`config.mk`:
```
export PLATFORM = sky130hd
export DESIGN_NAME = instr_sequencer
export DESIGN_NICKNAME = d
export VERILOG_FILES = /design/src/rtl/pico_seq_pkg.sv /design/src/rtl/seq_fifo.sv /design/src/rtl/instr_sequencer.sv
export SDC_FILE = /design/constraint.sdc
export NUM_CORES = 1
export LEC_CHECK = 0
export CAP_MARGIN = 25
export CORE_MARGIN = 1
export CORE_UTILIZATION = 50
export DETAILED_ROUTE_END_ITERATION = 10
export PLACE_DENSITY = 0.73
export SLEW_MARGIN = 20
export SYNTH_ARGS = -nofsm -noshare
export SYNTH_HDL_FRONTEND = slang
export SYNTH_SLANG_ARGS = --single-unit
```
`constraint.sdc`:
```
create_clock -name clk -period 8.05 [get_ports clk]
set_clock_uncertainty 0.05 [all_clocks]
set_input_delay 1.61 -clock clk [delete_from_list [all_inputs] [get_ports clk]]
set_output_delay 1.61 -clock clk [all_outputs]
set_load 0.05 [all_outputs]
```
`src/rtl/pico_seq_pkg.sv`:
```
// pico_seq_pkg: shared types and constants for the instruction sequencer.
//   state_e        : sequencer FSM states
//   LOAD_EN        : bit of the core's input byte that enables instruction loading
//   DEFAULT_DEPTH  : default instruction buffer depth
//   INSTR_W/BYTE_W : instruction and byte widths
//   force_load()   : returns an instruction word with its load-enable bit set
package pico_seq_pkg;

    localparam int INSTR_W       = 16;
    localparam int BYTE_W        = 8;
    localparam int LOAD_EN       = 7;
    localparam int DEFAULT_DEPTH = 8;

    typedef enum logic [2:0] {
        ST_IDLE,
        ST_LO,
        ST_HI,
        ST_EXEC,
        ST_CAP
    } state_e;

    // The lo byte travels on the load-enable lane, so its top bit is always 1
    // on the wire whatever the buffered word held.
    function automatic logic [INSTR_W-1:0] force_load(input logic [INSTR_W-1:0] w);
        logic [INSTR_W-1:0] r;
        r          = w;
        r[LOAD_EN] = 1'b1;
        return r;
    endfunction

endpackage

```
`src/rtl/seq_fifo.sv`:
```
// seq_fifo: instruction buffer, DEPTH entries (power of two, >= 2).
//   clk, rst        : clock (rising edge), asynchronous active-high reset
//   push, push_data : write request and word; ignored while full
//   pop             : remove head entry; ignored while empty
//   head            : current head entry (valid when not empty)
//   full, empty     : occupancy flags
//   count           : current occupancy, 0..DEPTH
module seq_fifo #(
    parameter int DEPTH = 8,
    parameter int WIDTH = 16
) (
    input  logic                       clk,
    input  logic                       rst,
    input  logic                       push,
    input  logic [WIDTH-1:0]           push_data,
    input  logic                       pop,
    output logic [WIDTH-1:0]           head,
    output logic                       full,
    output logic                       empty,
    output logic [$clog2(DEPTH):0]     count
);

    localparam int AW = $clog2(DEPTH);

    logic [WIDTH-1:0] mem_q [DEPTH];
    logic [AW-1:0]    wr_ptr_q, wr_ptr_d;
    logic [AW-1:0]    rd_ptr_q, rd_ptr_d;
    logic [AW:0]      count_q,  count_d;
    logic             push_ok;
    logic             pop_ok;

    assign full    = (count_q == (AW+1)'(DEPTH));
    assign empty   = (count_q == '0);
    assign count   = count_q;
    assign head    = mem_q[rd_ptr_q];
    assign push_ok = push && !full;
    assign pop_ok  = pop && !empty;

    // Pointers are exactly AW bits wide, so increment wraps modulo DEPTH.
    always_comb begin
        wr_ptr_d = wr_ptr_q;
        rd_ptr_d = rd_ptr_q;
        count_d  = count_q;
        if (push_ok) begin
            wr_ptr_d = wr_ptr_q + 1'b1;
        end
        if (pop_ok) begin
            rd_ptr_d = rd_ptr_q + 1'b1;
        end
        case ({push_ok, pop_ok})
            2'b10:   count_d = count_q + 1'b1;
            2'b01:   count_d = count_q - 1'b1;
            default: count_d = count_q;
        endcase
    end

    always_ff @(posedge clk or posedge rst) begin
        if (rst) begin
            wr_ptr_q <= '0;
            rd_ptr_q <= '0;
            count_q  <= '0;
        end else begin
            wr_ptr_q <= wr_ptr_d;
            rd_ptr_q <= rd_ptr_d;
            count_q  <= count_d;
        end
    end

    // Storage needs no reset: entries are only read once count covers them.
    always_ff @(posedge clk) begin
        if (push_ok) begin
            mem_q[wr_ptr_q] <= push_data;
        end
    end

endmodule

```
`src/rtl/instr_sequencer.sv`:
```
// instr_sequencer: buffers 16-bit instructions and feeds them to the core one
// at a time as lo byte, hi byte, execute, capture (4 cycles per instruction).
//   clk, rst            : clock (rising edge), asynchronous active-high reset
//   wr_en, wr_data      : push one instruction {hi byte, lo byte}
//   full, empty, count  : buffer status
//   start               : begin draining the buffer into the core
//   halt                : stop after the instruction in flight
//   busy                : FSM is not IDLE
//   drv_ui, drv_uio     : bytes driven into the core
//   tgt_uo, tgt_uio     : core result byte and debug byte {pc[4:0], rd}
//   res_valid           : one-cycle strobe when res_data/res_dbg are updated
//   res_data, res_dbg   : captured core outputs, held until the next capture
//   err                 : sticky; overflow push or lo byte with bit 7 clear
module instr_sequencer
    import pico_seq_pkg::*;
#(
    parameter int DEPTH = DEFAULT_DEPTH
) (
    input  logic                    clk,
    input  logic                    rst,
    input  logic                    wr_en,
    input  logic [INSTR_W-1:0]      wr_data,
    output logic                    full,
    output logic                    empty,
    output logic [$clog2(DEPTH):0]  count,
    input  logic                    start,
    input  logic                    halt,
    output logic                    busy,
    output logic [BYTE_W-1:0]       drv_ui,
    output logic [BYTE_W-1:0]       drv_uio,
    input  logic [BYTE_W-1:0]       tgt_uo,
    input  logic [BYTE_W-1:0]       tgt_uio,
    output logic                    res_valid,
    output logic [BYTE_W-1:0]       res_data,
    output logic [BYTE_W-1:0]       res_dbg,
    output logic                    err
);

    state_e               state_q, state_d;
    logic [INSTR_W-1:0]   cur_q, cur_d;
    logic                 halt_q, halt_d;
    logic                 res_valid_q, res_valid_d;
    logic [BYTE_W-1:0]    res_data_q, res_data_d;
    logic [BYTE_W-1:0]    res_dbg_q, res_dbg_d;
    logic                 err_q, err_d;
    logic                 pop;
    logic [INSTR_W-1:0]   head;

    seq_fifo #(
        .DEPTH (DEPTH),
        .WIDTH (INSTR_W)
    ) u_fifo (
        .clk       (clk),
        .rst       (rst),
        .push      (wr_en),
        .push_data (wr_data),
        .pop       (pop),
        .head      (head),
        .full      (full),
        .empty     (empty),
        .count     (count)
    );

    assign busy      = (state_q != ST_IDLE);
    assign res_valid = res_valid_q;
    assign res_data  = res_data_q;
    assign res_dbg   = res_dbg_q;
    assign err       = err_q;

    always_comb begin
        state_d     = state_q;
        cur_d       = cur_q;
        halt_d      = halt_q;
        res_valid_d = 1'b0;
        res_data_d  = res_data_q;
        res_dbg_d   = res_dbg_q;
        err_d       = err_q;
        pop         = 1'b0;
        drv_ui      = '0;
        drv_uio     = '0;

        // A push while full is dropped; a push with bit 7 clear is accepted
        // but flagged. Either way the error is sticky until reset.
        if (wr_en && (full || !wr_data[LOAD_EN])) begin
            err_d = 1'b1;
        end

        case (state_q)
            ST_IDLE: begin
                if (start && !empty) begin
                    pop     = 1'b1;
                    cur_d   = force_load(head);
                    state_d = ST_LO;
                end
            end
            ST_LO: begin
                drv_ui  = cur_q[BYTE_W-1:0];
                state_d = ST_HI;
            end
            ST_HI: begin
                drv_ui[LOAD_EN] = 1'b1;
                drv_uio         = cur_q[INSTR_W-1:BYTE_W];
                state_d         = ST_EXEC;
            end
            ST_EXEC: begin
                state_d = ST_CAP;
            end
            ST_CAP: begin
                res_valid_d = 1'b1;
                res_data_d  = tgt_uo;
                res_dbg_d   = tgt_uio;
                // halt arriving in this very cycle also counts as seen.
                if (halt_q || halt || empty) begin
                    state_d = ST_IDLE;
                end else begin
                    pop     = 1'b1;
                    cur_d   = force_load(head);
                    state_d = ST_LO;
                end
            end
            default: begin
                state_d = ST_IDLE;
            end
        endcase

        // halt is only remembered while a drain is in progress.
        if (state_q != ST_IDLE && halt) begin
            halt_d = 1'b1;
        end
        if (state_d == ST_IDLE) begin
            halt_d = 1'b0;
        end
    end

    always_ff @(posedge clk or posedge rst) begin
        if (rst) begin
            state_q     <= ST_IDLE;
            cur_q       <= '0;
            halt_q      <= 1'b0;
            res_valid_q <= 1'b0;
            res_data_q  <= '0;
            res_dbg_q   <= '0;
            err_q       <= 1'b0;
        end else begin
            state_q     <= state_d;
            cur_q       <= cur_d;
            halt_q      <= halt_d;
            res_valid_q <= res_valid_d;
            res_data_q  <= res_data_d;
            res_dbg_q   <= res_dbg_d;
            err_q       <= err_d;
        end
    end

endmodule

```
**After elaboration in Yosys (flattened, before gate mapping)**

Memories as Yosys holds them, arrays and structs flattened.
Cells that the tools add are included.

- Bits in latches: 0
- Bits in read-only memories: 0
- Memory bits (writable): 128
- Register bits: 48
- Output and inout bits: 41
- Memories: 1
- Logic and storage cells: 61

- Shift operators: 0
- Order comparisons: 0
- Divide/modulo/power cells: 0
- Reduce and logical (&&, ||, !) cells: 19
- $add $sub $neg: 4
- Mux-type cells: 18
- Bitwise operators: 0
- Equality and inequality tests: 9
- Multiply operators: 0

Memory list:

| name | depth | bits a word | read ports | clocked after Yosys merged registers in | write ports | line | text |
|---|---|---|---|---|---|---|---|
| u_fifo.mem_q | 8 | 16 | 1 | 0 | 1 | seq_fifo.sv:25 | `logic [WIDTH-1:0] mem_q [DEPTH];` |

Operators with widths:

| kind | number |
|---|---|
| 16-bit two-way mux | 2 |
| 16-bit one-hot mux with 2 select lines | 1 |
| 3-bit one-hot mux with 5 select lines | 1 |
| 1-bit two-way mux | 8 |
| 8-bit two-way mux | 1 |
| 4-bit one-hot mux with 2 select lines | 1 |
| 7-bit two-way mux | 1 |
| 3-bit by 1-bit adder with 3-bit output, second input constant | 2 |
| 3-bit by 2-bit == test with 1-bit output, second input constant | 2 |
| 3-bit zero test | 2 |
| 2-bit nonzero test | 3 |
| 1-bit logical AND | 5 |
| 4-bit by 1-bit adder with 4-bit output, second input constant | 1 |
| 4-bit == test, second input constant | 1 |
| 4-bit zero test | 1 |
| 2-bit != test, second input constant | 2 |
| 1-bit one-hot mux with 2 select lines | 2 |
| 4-bit by 1-bit subtractor with 4-bit output, second input constant | 1 |
| 3-bit by 1-bit == test with 1-bit output, second input constant | 1 |
| 3-bit == test, second input constant | 1 |
| 1-bit zero test | 3 |
| 1-bit logical OR | 3 |
| 3-bit two-way mux | 1 |
| 3-bit AND reduction | 1 |
| 3 further kinds | 3 |

**Longest topological paths before layout**

- Depth in word-level cells: 8
- Depth in mapped cells: 12
- Mapped depth without buffers: 10

**Modules after synthesis**

Synthesis repeated with hierarchy kept, for this count alone.

- Cells, all modules: 365
- Area total of the unflattened synthesis: 7180.6 µm²

Modules (own cells, without submodules):

| module | times used | area each (µm²) | cells an instance |
|---|---|---|---|
| seq_fifo | 1 | 5561.6 | 254 |
| instr_sequencer | 1 | 1619.1 | 111 |

**Worst setup path before layout**

Ideal clock, no wire load.

- Path type: register to output
- Start point: register u_fifo.count_q[1], in the netlist u_fifo.count[1]
- End point: output port empty
- Path slack: 3949 ps
- Arrival: 2441 ps
- Path buffers: 1
- Required time: 6390 ps
- Cell stages (with the launch flop): 3
- Path through: dfrtp_1 clkbuf_1 nor4_1

- Longest elaborated chain between the ends: 1

Ends and longest elaborated chain:

| element | line | text |
|---|---|---|
| start, declared | seq_fifo.sv:28 | `logic [AW:0] count_q, count_d;` |
| start signal, assigned | seq_fifo.sv:65 | `count_q <= count_d;` |
| 4-bit zero test | seq_fifo.sv:33 | `assign empty = (count_q == '0);` |
| end, declared | instr_sequencer.sv:24 | `output logic empty,` |

No other way between the ends.

**Worst setup path after layout**

- Start point: register state_q[0]
- End point: output port drv_ui[3]

- Longest elaborated chain between the ends: 2

Ends and longest elaborated chain:

| element | line | text |
|---|---|---|
| start, declared | instr_sequencer.sv:39 | `state_e state_q, state_d;` |
| start signal, assigned | instr_sequencer.sv:145 | `state_q <= state_d;` |
| 3-bit by 1-bit == test with 1-bit output | instr_sequencer.sv:88 | `case (state_q)` |
| 7-bit two-way mux | instr_sequencer.sv:88 |  |
| end, declared | instr_sequencer.sv:29 | `output logic [BYTE_W-1:0] drv_ui,` |

No other way between the ends.

==> results.toml <==
[worst_setup_path]
crit_fanout = 9
cp_data_arrival_time_ns = 2.75
start_kind = "flop"
path_class = "flop to output port"
crit_family = "simple AND/OR/NAND/NOR gates"
crit_required_ns = 6.39
path_buf_inv = 1
slowest_stage = "clkdlybuf4s50_1"
worstSetupEndpointType = "output port"
critPathMaxStageDelay_ns = 0.81
cp_cell_sequence = "nor3b_1 -> and2_1 -> clkdlybuf4s50_1"

[clocking]
htreeDepth = 4
cts_buffers = 17
cts_tree = "yes"
clk_pin_slew_ns = 0.06
clock_latency_ns = 0.43
root_buffer = "clkbuf_16"
clockBufferDepth = 2
numClockSinks = 168
post_cts_resized = 0
cts_hold_buf = 0
cts_post_setup_buffers_inserted = 0

[timing]
final_max_slew_viol_count = 0
rsz0062_at_grt = "false"
tightest_slew_ns = 1.10
hold_viol_final = 0
slew_headroom_pct = 26.8
min_period_over_period_pct = 54.8
setup_viol_count_final = 0
tns_ns = 0
layout_min_cycle_time_ns = 4.41
max_freq_ghz = 0.227

[synth]
ys_warn_count = 0
synth_area_sq_um = 6650
synth_ff_type = "edfxtp_1"
synthTopCellsByArea = "edfxtp_1 54%, dfrtp_1 18%, mux4_2 10%, mux2_2 2.9%, mux2i_1 2.3%"
synthArstFlopShare_pct = 28.6
synth_cell_types = 37
synth_fp_nets = 400
synth_top_area_share_pct = 54.2
yosysTopAreaCell = "edfxtp_1"
synth-seq-cells = 168
synth_area_per_cell_sq_um = 18.6
seq_area_frac_synth_pct = 72.3
synth_edf_count = 120
synth_cells = 358

[pwr]
power_density_nw_per_um2 = 397
vdd_drop_max_mv = 0.197
leakagePower_nw = 2.96

[layout]
drive_gt1_share_pct = 24.9
final_core_util_pct = 64.3
layout_commonest_cell = "edfxtp_1"
layout.nets = 487
fillers = 881
area_growth_pct = 23.5
antenna_cells = 0
final_cell_mix = "120 x edfxtp_1, 77 x clkdlybuf4s50_1, 47 x dfrtp_1"

[global_routing]
grt_usage_pct = 19.2
grt_max_degree = 49
grt_first_pass_wirelength_microns = 19300
grt_antenna_before_repair = 0
grt.overflow.total = 0
grt_pass1_vias = 3567

[detailed_routing]
postRouteAntennaNets = 0
via_per_inst = 5.41
drc = 0
wl_per_cell_microns = 19.2
drt-total-wl_microns = 12100
drt-initial-drc-count = 258
drtPass1Iterations = 4
dr_total_vias = 3411

[floorplan]
io_pins = 78
initial_core_util_pct = 52.1
die_area_sq_um = 13800
dieWidth_microns = 117
core_area_sq_um = 12800
rows = 41
die_y_microns = 117

[placement]
portBuffers = 77
hpwl_microns = 7140
place_congestion = 0.703

[flow_run]
maxCapViolCount = 0

[status]
outcome = "finished, final reports clean"

[hold_path]
hp-class = "flop to flop"
==> logic make-up (layout without fill, tap and decap cells) <==
| group | after synthesis | in the layout | share of synthesized area [%] |
|---|---|---|---|
| flops | 168 | 168 | 72.3 |
| simple gates | 70 | 70 | 5.57 |
| mux | 63 | 63 | 15.5 |
| compound gates | 24 | 24 | 2.86 |
| buf+inv | 20 | 120 | 1.67 |
| xor+xnor | 8 | 8 | 1.17 |
| fa+ha+maj | 5 | 5 | 0.941 |
==> metrics by stage <==
step | setup slack, ns | instances | area [sq um] | hold slack (ns) | total power, mW
after floorplan | 3.95 | 358 | 6650 | 0.385 | 2.17
after global placement | 3.60 | 594 | 7600 | 0.390 | 2.48
after detailed placement | 3.56 | 596 | 7630 | 0.408 | 2.53
after CTS | 3.59 | 628 | 8190 | 0.422 | 3.29
after global routing | 3.46 | 630 | 8210 | 0.436 | 3.41
final | 3.64 | 630 | 8210 | 0.420 | 3.26
==> worst register-to-register path: cells and delay by family (launching register included) <==
family,cells,cell delay (ns)
buffers and inverters,2,0.57
and+or+nand+nor,2,0.61
AOI/OAI and AO/OA,2,0.30
DFF,1,0.47
xor gates and xnor gates,3,0.47
adders and majority gates,2,0.50
==> state kept, by name, summed over array words and instances (netlist names) <==
signal and cells:
u_fifo.mem_q 120, u_fifo.wr_ptr_q 3, u_fifo.rd_ptr_q 3, state_q 3
halt_q 1, u_fifo.count 4, res_data 8, res_valid 1
cur_q 16, err 1, res_dbg 8
==> worst paths after layout <==
kind | start | to | slack [ns] | depth (start not counted)
setup reg to reg | u_fifo.count[1]$_DFFE_PP0P_ | u_fifo.count[2]$_DFFE_PP0P_ | 4.95 | 11
min in group asynchronous | rst | res_dbg[1]$_DFFE_PP0N_ | 1.61 | 2
max in group asynchronous | rst | u_fifo.rd_ptr_q[0]$_DFFE_PP0P_ | 5.74 | 2
hold reg to reg | cur_q[3]$_DFFE_PP0P_ | cur_q[3]$_DFFE_PP0P_ | 0.42 | 2
setup / recovery | state_q[0]$_DFF_PP0_ | drv_ui[3] | 3.64 | 3
hold / removal | cur_q[3]$_DFFE_PP0P_ | cur_q[3]$_DFFE_PP0P_ | 0.42 | 2
==> synthesized netlist by cell type, types with 4 or more instances <==
master,count
and2_1,16
buf_2,4
buf_6,4
clkbuf_1,6
dfrtp_1,48
edfxtp_1,120
ha_1,5
inv_1,5
mux2_2,17
mux2i_1,15
mux4_2,30
nand2_1,25
nand2b_1,6
nor2_1,9
o21ai_2,14
xor2_1,4
==> where the power goes <==
part / switching, mW / total (mW) / internal, mW
clock: 0.329 / 0.754 / 0.425
sequential: 0.194 / 1.33 / 1.14
combinational: 0.657 / 1.17 / 0.516
total: 1.18 / 3.26 / 2.08
==> layer usage <==
metal | vias up | track usage [%] | share of wire (%)
li1 | 1553 | - | -
met1 | 1728 | 25.0 | 43
met2 | 113 | 30.2 | 49
met3 | 17 | 5.01 | 6.7
met4 | 0 | 8.93 | 1.8
met5 | - | 0 | 0
==> final cells by class <==
class | count | area, sq um | area share [%]
repair buffers | 83 | 831 | 10.1
well taps | 172 | 215 | 2.62
multi-input cells | 170 | 1780 | 21.7
clock buffers | 17 | 425 | 5.18
flip-flops and latches | 168 | 4810 | 58.6
inverters | 5 | 20.0 | 0.244
clock inverters | 15 | 130 | 1.58
Note: power is estimated with default switching activity, not from simulation.
